--- config.mk ---
export PLATFORM = sky130hd
export DESIGN_NAME = adder_tree_chunk_sequencer_flat
export DESIGN_NICKNAME = d
export VERILOG_FILES = /design/src/rtl/adder_tree_chunk_sequencer_if.sv /design/src/rtl/adder_tree_chunk_sequencer.sv /design/src/flat_wrapper.sv
export SDC_FILE = /design/constraint.sdc
export NUM_CORES = 1
export LEC_CHECK = 0
export BUFFER_PORTS_ARGS = -buffer_cell sky130_fd_sc_hd__buf_2
export CORE_ASPECT_RATIO = 0.8
export CORE_UTILIZATION = 39
export CTS_CLUSTER_SIZE = 25
export DETAILED_ROUTE_END_ITERATION = 12
export PLACE_DENSITY = 0.61
export SYNTH_ARGS = -nofsm -noshare
export SYNTH_HDL_FRONTEND = slang
export SYNTH_SLANG_ARGS = --single-unit
--- constraint.sdc ---
create_clock -name clk -period 5.43 [get_ports clk]
set_input_delay 1.629 -clock clk [delete_from_list [all_inputs] [get_ports clk]]
set_output_delay 1.629 -clock clk [all_outputs]
set_load 0.02 [all_outputs]
--- src/rtl/adder_tree_chunk_sequencer_if.sv ---
// adder_tree_chunk_sequencer_if: operand-source, adder-tree and shared FP adder handshake for the chunk sequencer
interface adder_tree_chunk_sequencer_if #(parameter int CW = 8);
  logic op_start, op_busy, chunk_req, chunk_valid, tree_start, tree_finish;
  logic acc_start, acc_finish, result_valid, op_err;
  logic [CW-1:0] chunk_idx;
  logic [31:0] tree_sum, acc_a, acc_b, acc_sum, result;
  modport master (
    input  op_start, chunk_valid, tree_finish, tree_sum, acc_finish, acc_sum,
    output op_busy, chunk_req, chunk_idx, tree_start, acc_start, acc_a, acc_b, result, result_valid, op_err
  );
  modport slave (
    output op_start, chunk_valid, tree_finish, tree_sum, acc_finish, acc_sum,
    input  op_busy, chunk_req, chunk_idx, tree_start, acc_start, acc_a, acc_b, result, result_valid, op_err
  );
endinterface

--- src/rtl/adder_tree_chunk_sequencer.sv ---
// adder_tree_chunk_sequencer: runs one adder tree over NCHUNK chunks and folds the partial sums
// through a shared two-input FP adder, strictly in chunk order; values pass through bit-exact.
module adder_tree_chunk_sequencer #(
  parameter int NI     = 128,
  parameter int NCHUNK = 2,
  parameter int CW     = 8,
  parameter int TMO    = 1024
) (
  input logic clk,
  input logic rst_n,
  adder_tree_chunk_sequencer_if.master bus
);
  localparam int TW = $clog2(TMO) + 1;
  typedef enum logic [2:0] {IDLE, REQ, FIRE, WAIT_T, ACC, WAIT_A, DONE} state_t;
  state_t state;
  logic [TW-1:0] wdog;
  logic [31:0] total;
  logic last, tmo;
  if (NI < 1 || NCHUNK < 1 || (2 ** CW) < NCHUNK || TMO < 1) begin : g_param_check
    $error("adder_tree_chunk_sequencer: illegal parameter combination");
  end
  assign last = bus.chunk_idx == CW'(NCHUNK - 1);
  assign tmo  = wdog == TW'(TMO - 1);
  always_ff @(posedge clk or negedge rst_n) begin
    if (!rst_n) begin
      state            <= IDLE;
      wdog             <= '0;
      total            <= '0;
      bus.op_busy      <= 1'b0;
      bus.chunk_req    <= 1'b0;
      bus.chunk_idx    <= '0;
      bus.tree_start   <= 1'b0;
      bus.acc_start    <= 1'b0;
      bus.acc_a        <= '0;
      bus.acc_b        <= '0;
      bus.result       <= '0;
      bus.result_valid <= 1'b0;
      bus.op_err       <= 1'b0;
    end else begin
      bus.tree_start   <= 1'b0;
      bus.acc_start    <= 1'b0;
      bus.result_valid <= 1'b0;
      bus.op_err       <= 1'b0;
      case (state)
        IDLE:
          // op_busy may still be high for the op_err cycle; a start then is ignored
          if (bus.op_start && !bus.op_busy) begin
            state         <= REQ;
            bus.op_busy   <= 1'b1;
            bus.chunk_req <= 1'b1;
            bus.chunk_idx <= '0;
          end else bus.op_busy <= 1'b0;
        REQ:
          if (bus.chunk_valid) begin
            state          <= FIRE;
            bus.chunk_req  <= 1'b0;
            bus.tree_start <= 1'b1;
          end
        FIRE: begin
          state <= WAIT_T;
          wdog  <= '0;
        end
        WAIT_T:
          if (bus.tree_finish) begin
            if (bus.chunk_idx == '0) begin
              total <= bus.tree_sum;
              if (last) begin
                state            <= DONE;
                bus.result       <= bus.tree_sum;
                bus.result_valid <= 1'b1;
              end else begin
                state         <= REQ;
                bus.chunk_req <= 1'b1;
                bus.chunk_idx <= bus.chunk_idx + 1'b1;
              end
            end else begin
              state         <= ACC;
              bus.acc_start <= 1'b1;
              bus.acc_a     <= total;
              bus.acc_b     <= bus.tree_sum;
            end
          end else if (tmo) begin
            state      <= IDLE;
            bus.op_err <= 1'b1;
          end else wdog <= wdog + 1'b1;
        ACC: begin
          state <= WAIT_A;
          wdog  <= '0;
        end
        WAIT_A:
          if (bus.acc_finish) begin
            total <= bus.acc_sum;
            if (last) begin
              state            <= DONE;
              bus.result       <= bus.acc_sum;
              bus.result_valid <= 1'b1;
            end else begin
              state         <= REQ;
              bus.chunk_req <= 1'b1;
              bus.chunk_idx <= bus.chunk_idx + 1'b1;
            end
          end else if (tmo) begin
            state      <= IDLE;
            bus.op_err <= 1'b1;
          end else wdog <= wdog + 1'b1;
        DONE: begin
          state       <= IDLE;
          bus.op_busy <= 1'b0;
        end
        default: state <= IDLE;
      endcase
    end
  end
endmodule

--- src/flat_wrapper.sv ---
// flat-port wrapper written by rule: the top's interface ports become plain ports
module adder_tree_chunk_sequencer_flat 
#(
  parameter int NI     = 128,
  parameter int NCHUNK = 2,
  parameter int CW     = 8,
  parameter int TMO    = 1024
)
  (clk, rst_n, bus_op_start, bus_chunk_valid, bus_tree_finish, bus_tree_sum, bus_acc_finish, bus_acc_sum, bus_op_busy, bus_chunk_req, bus_chunk_idx, bus_tree_start, bus_acc_start, bus_acc_a, bus_acc_b, bus_result, bus_result_valid, bus_op_err);
  adder_tree_chunk_sequencer_if #(.CW(CW)) bus_i ();
  input logic clk;
  input logic rst_n;
  input wire logic [$bits(bus_i.op_start)-1:0] bus_op_start;
  input wire logic [$bits(bus_i.chunk_valid)-1:0] bus_chunk_valid;
  input wire logic [$bits(bus_i.tree_finish)-1:0] bus_tree_finish;
  input wire logic [$bits(bus_i.tree_sum)-1:0] bus_tree_sum;
  input wire logic [$bits(bus_i.acc_finish)-1:0] bus_acc_finish;
  input wire logic [$bits(bus_i.acc_sum)-1:0] bus_acc_sum;
  output wire logic [$bits(bus_i.op_busy)-1:0] bus_op_busy;
  output wire logic [$bits(bus_i.chunk_req)-1:0] bus_chunk_req;
  output wire logic [$bits(bus_i.chunk_idx)-1:0] bus_chunk_idx;
  output wire logic [$bits(bus_i.tree_start)-1:0] bus_tree_start;
  output wire logic [$bits(bus_i.acc_start)-1:0] bus_acc_start;
  output wire logic [$bits(bus_i.acc_a)-1:0] bus_acc_a;
  output wire logic [$bits(bus_i.acc_b)-1:0] bus_acc_b;
  output wire logic [$bits(bus_i.result)-1:0] bus_result;
  output wire logic [$bits(bus_i.result_valid)-1:0] bus_result_valid;
  output wire logic [$bits(bus_i.op_err)-1:0] bus_op_err;
  assign bus_i.op_start = bus_op_start;
  assign bus_i.chunk_valid = bus_chunk_valid;
  assign bus_i.tree_finish = bus_tree_finish;
  assign bus_i.tree_sum = bus_tree_sum;
  assign bus_i.acc_finish = bus_acc_finish;
  assign bus_i.acc_sum = bus_acc_sum;
  assign bus_op_busy = bus_i.op_busy;
  assign bus_chunk_req = bus_i.chunk_req;
  assign bus_chunk_idx = bus_i.chunk_idx;
  assign bus_tree_start = bus_i.tree_start;
  assign bus_acc_start = bus_i.acc_start;
  assign bus_acc_a = bus_i.acc_a;
  assign bus_acc_b = bus_i.acc_b;
  assign bus_result = bus_i.result;
  assign bus_result_valid = bus_i.result_valid;
  assign bus_op_err = bus_i.op_err;
  adder_tree_chunk_sequencer #(.NI(NI), .NCHUNK(NCHUNK), .CW(CW), .TMO(TMO)) u_core (.clk(clk), .rst_n(rst_n), .bus(bus_i));
endmodule
Yosys cells after proc, flatten, opt, wreduce, memory -nomap -nowiden --
Index checks and enable logic that the tools add are counted. W data, S select, Z words.
Storage, ports and cells: output and inout bits 110, input port bits 70, bits in registers 156, word-level logic and storage cells 101
Operators by class: add/subtract/negate cells 2, muxes and demuxes 51, reductions and logical operators 17, bitwise gates (word level) 1, eq/ne operators 17
Operators with widths (count):
- $mux W32 | 8
- $pmux W32 S2 | 2
- $mux W8 | 5
- $mux W11 | 3
- $pmux W11 S3 | 1
- $pmux W8 S3 | 1
- $mux W3 | 7
- $mux W1 | 19
- $pmux W3 S6 | 1
- $reduce_and A6 Y1 | 2
- $add A11 B1 Y11 const B | 1
- $eq A11 B10 Y1 const B | 1
- $ne A2 B2 Y1 const B | 5
- $eq A3 B3 Y1 const B | 3
- $add A8 B1 Y8 const B | 1
- $eq A8 B1 Y1 const B | 1
- $logic_not A8 Y1 | 1
- $ne A2 B1 Y1 const B | 4
- $eq A3 B2 Y1 const B | 2
- $pmux W1 S2 | 3
- $reduce_and A3 Y1 | 2
- $reduce_bool A3 Y1 | 2
- $reduce_and A5 Y1 | 1
- $pmux W1 S4 | 1
- other kinds (10) | 11

Depth between registers and ports, before layout --
depth after elaboration 5, mapped depth 8, gate-level depth less buffers 7

Worst setup path before layout --
Ideal clock, no wire load.
path type input-to-reg, from in bus_op_start, to reg u_core.bus.chunk_idx[2], cell stages on the path 4, setup time 0.126 ns, slack 2.445 ns, required time 5.304 ns, arrival time 2.859 ns, path through or3b_2 -> nor3_1 -> o21ai_4 -> a221o_1
On the way: longest elaborated chain between the ends 3
RTL lines:
- start: declaration | RTL line flat_wrapper.sv:13 | input wire logic [$bits(bus_i.op_start)-1:0] bus_op_start;
- $logic_and A1 B1 Y1 | RTL line adder_tree_chunk_sequencer.sv:47 | if (bus.op_start && !bus.op_busy) begin
- $ne A2 B1 Y1 (no source line)
- $reduce_and A5 Y1 (no source line)
- end signal: assignment | RTL line adder_tree_chunk_sequencer.sv:74 | bus.chunk_idx <= bus.chunk_idx + 1'b1;
- end signal: assignment | RTL line adder_tree_chunk_sequencer.sv:100 | bus.chunk_idx <= bus.chunk_idx + 1'b1;
- end: declaration | RTL line adder_tree_chunk_sequencer_if.sv:9 | output op_busy, chunk_req, chunk_idx, tree_start, acc_start, acc_a, acc_b, result, result_valid, op_err
Every way passes these cells. A chain may end at the register's enable or synchronous reset.

Worst setup path in the final report --
from in bus_acc_finish, to reg u_core.total[27]
On the way: longest elaborated chain between the ends 2
RTL lines:
- start: declaration | RTL line flat_wrapper.sv:17 | input wire logic [$bits(bus_i.acc_finish)-1:0] bus_acc_finish;
- $ne A2 B2 Y1 (no source line)
- $reduce_and A4 Y1 (no source line)
- end signal: assignment | RTL line adder_tree_chunk_sequencer.sv:66 | total <= bus.tree_sum;
- end signal: assignment | RTL line adder_tree_chunk_sequencer.sv:92 | total <= bus.acc_sum;
- end: declaration | RTL line adder_tree_chunk_sequencer.sv:17 | logic [31:0] total;
Every way passes these cells.

==> summary.txt <==
Final Slew Violations: 0
CP Capture Type: flip-flop
HPWL Detailed: 10,300 um
Hold Violations, Final: 0
CP Launch Type: input pin
htree depth: 4
most crowded layer after global routing: met2
Cell Pwr Density: 619 nW/um^2
final setup fails: 0
Reg2Reg Launch Point: u_core.state[2]
vias in the first global route: 4,897
Critical-path top delay cell: nand2_2
Sw Pwr: 0.00202 W
Sw Share: 39.7%
die area: 17,600 sq um
Req. time, crit path: 5730 ps
largest net degree at the start of global routing: 108
HP Class: flip-flop to flip-flop
Synth Instances: 558
Mapped Area: 6650 sq um
critical path data arrival time: 3510 ps
crit share post-route: 59.0%
status: finished, final reports clean
Syn Area/Cell: 11.9 sq um
EDFF count, synth: 0
clock skew: 7.06 ps
register area share after synthesis: 58.7%
most common cell after layout, fill and taps aside: buf_2
Area after DPL: 7670 sq um
CTS tree: yes
Worst path max stage delay: 760 ps
share of cells above drive strength 1: 39.8%
FP Rows: 42
Initial DRT Pass Iterations: 4
crit-path max FO: 64
M1 GR Usage: 24.7%
maximum VDD drop: 0.000328 V
part of the power in registers: 38.9%
Routed WL: 15,400 um
PortBufs: 179
post-CTS sizing: 0
Power, Total: 0.00508 W
leakage power: 3.88 nW
area of the core: 16,600 sq um
commonest cells after routing, fill and taps aside: 178 x buf_2, 156 x dfrtp_1, 64 x mux2_2
Die Wd: 148 um
hold_buf cts: 0
Cell variety after synth: 50
Logic pwr share: 39.9%
clock sinks: 156
net count after synthesis: 632
Layout Nets: 802
Hold Slack: 475 ps
FMAX: 312 MHz
first-pass GRT wire length: 25,300 um
Cell Int Power: 0.00306 W
GR Util met3: 6.83%
initial core utilization: 40.0%
register clock-pin slew on the reported worst setup and hold paths: 60 ps
CP Launch Point: bus_acc_finish
Ports: 180
FILL cells: 1,541
routed len/inst: 16.1 um
gr ovfl total: 0
worst slew pin tran: 1220 ps
#FFs+latches synth: 156
routability-driven placement congestion ratio: 0.826
drt initial violations: 196
Non-Filler Instances: 961
initial antenna violation count: 0
DR DRC count: 0
dpl cells: 929
Slew HR: 18.0%
Max-Cap Viols: 0
Area Growth Syn to Fin: 23.5%
CTS root buffer: clkbuf_16
Clock Power Share: 21.1%
Setup Fix Bufs, Post-CTS: 0
CP cell instances: buf_2 > nor3b_1 > o21ai_1 > nand2_2 > o21ai_0
Crit Path Class: input pin to flip-flop
Ys Warns: 0
asr flop ratio synth: 100%
Setup TNS: 0 ps
clk buf depth: 2
DR vias: 4,861
Final min period: 3210 ps
Tot GR Track Use: 18.6%
diodes inserted: 0
final instance area: 8200 sq um
Num CTS Buffers: 17
worst skew pair latency: 420 ps
drt via density: 5.06
RSZ-0062 raised after global routing: false
Post-DRT Antenna Nets: 0
Die Y-Extent: 119 um
predominant post-synthesis flop cell: dfrtp_1
GR Util met2: 28.0%
min-delay src: u_core.total[4]
critical path: cells and delay by family:
| kind | cells | cell delay, ps |
|---|---|---|
| buf+inv | 1 | 130 |
| compound gates | 2 | 920 |
| simple gates | 2 | 820 |
cell usage after synthesis, drive strengths merged (2+ instances only):
cell	number	area, sq um
a21oi	42	221
nand4	4	25.0
nand3	11	55.1
nand2	45	169
mux2	65	736
buf	24	170
ha	4	50.1
a221o	4	40.0
nor4	3	25.0
a211o	2	17.5
and3	4	25.0
mux2i	33	330
xnor2	3	33.8
a21o	2	15.0
xor2	3	26.3
nor3b	6	50.1
o31ai	3	22.5
and3b	2	17.5
dfrtp	156	3900
nor3	11	55.1
or4	2	15.0
clkbuf	9	33.8
a31o	2	17.5
o211ai	6	45.0
inv	5	18.8
o21ai	44	235
or2	2	15.0
nor2	51	191
final timing paths:
path | end | slack [ps] | cells past startpoint
worst max-delay path | u_core.total[27] | 2220 | 5
worst min-delay path | u_core.total[4] | 480 | 2
worst max register to register | u_core.bus.chunk_idx[6] | 2590 | 5
worst min register to register | u_core.total[4] | 480 | 2
max in group asynchronous | u_core.total[28] | 3130 | 2
min in group asynchronous | u_core.bus.tree_start | 1290 | 1
state kept, by name, summed over array words and instances, names as in the netlist:
register,count
u_core.bus.op_busy,1
u_core.bus.result,32
u_core.bus.op_err,1
u_core.bus.acc_start,1
u_core.bus.acc_b,32
u_core.bus.tree_start,1
u_core.state,3
u_core.bus.acc_a,32
u_core.wdog,11
u_core.total,32
u_core.bus.chunk_req,1
u_core.bus.result_valid,1
u_core.bus.chunk_idx,8
final cells by class:
cell class / count / area, sq um / area share [%]
flip-flops and latches: 156 / 3900 / 47.6
multi-input cells: 364 / 2540 / 30.9
well taps: 220 / 275 / 3.36
clock inverters: 11 / 70.1 / 0.854
clock buffers: 21 / 460 / 5.61
repair buffers: 184 / 940 / 11.5
inverters: 5 / 18.8 / 0.229
power groups by stage:
stage / clock network [W] / registers (W) / logic [W]
6_report: 0.00107 / 0.00198 / 0.00203
3_3_place_gp: 0 / 0.00197 / 0.00201
2_1_floorplan: 0 / 0.00241 / 0.00110
3_5_place_dp: 0 / 0.00199 / 0.00205
4_1_cts: 0.00110 / 0.00198 / 0.00206
5_1_grt: 0.00116 / 0.00205 / 0.00222
per-stage QoR:
| step | setup WS [ps] | util [%] |
|---|---|---|
| finish | 2220 | 49.4 |
| floorplan | 2450 | - |
| detailed placement | 1800 | 46.2 |
| global placement | 1980 | 46.2 |
| global route | 2030 | 49.4 |
| CTS | 2230 | 49.4 |
routing by layer:
metal	wire (um)	vias up
met5	0	-
met4	219	0
met3	1190	15
met2	7020	155
met1	7010	2379
li1	-	2312
logic make-up after synthesis:
group           count (synthesis)  synth area share [%]
compound gates                110                  9.96
xor+xnor                        6                 0.904
fa+ha+maj                       4                 0.753
buf+inv                        38                  3.35
flops                         156                  58.7
mux                            98                  16.0
simple gates                  146                  10.2
(Power assumes the default switching activity.)
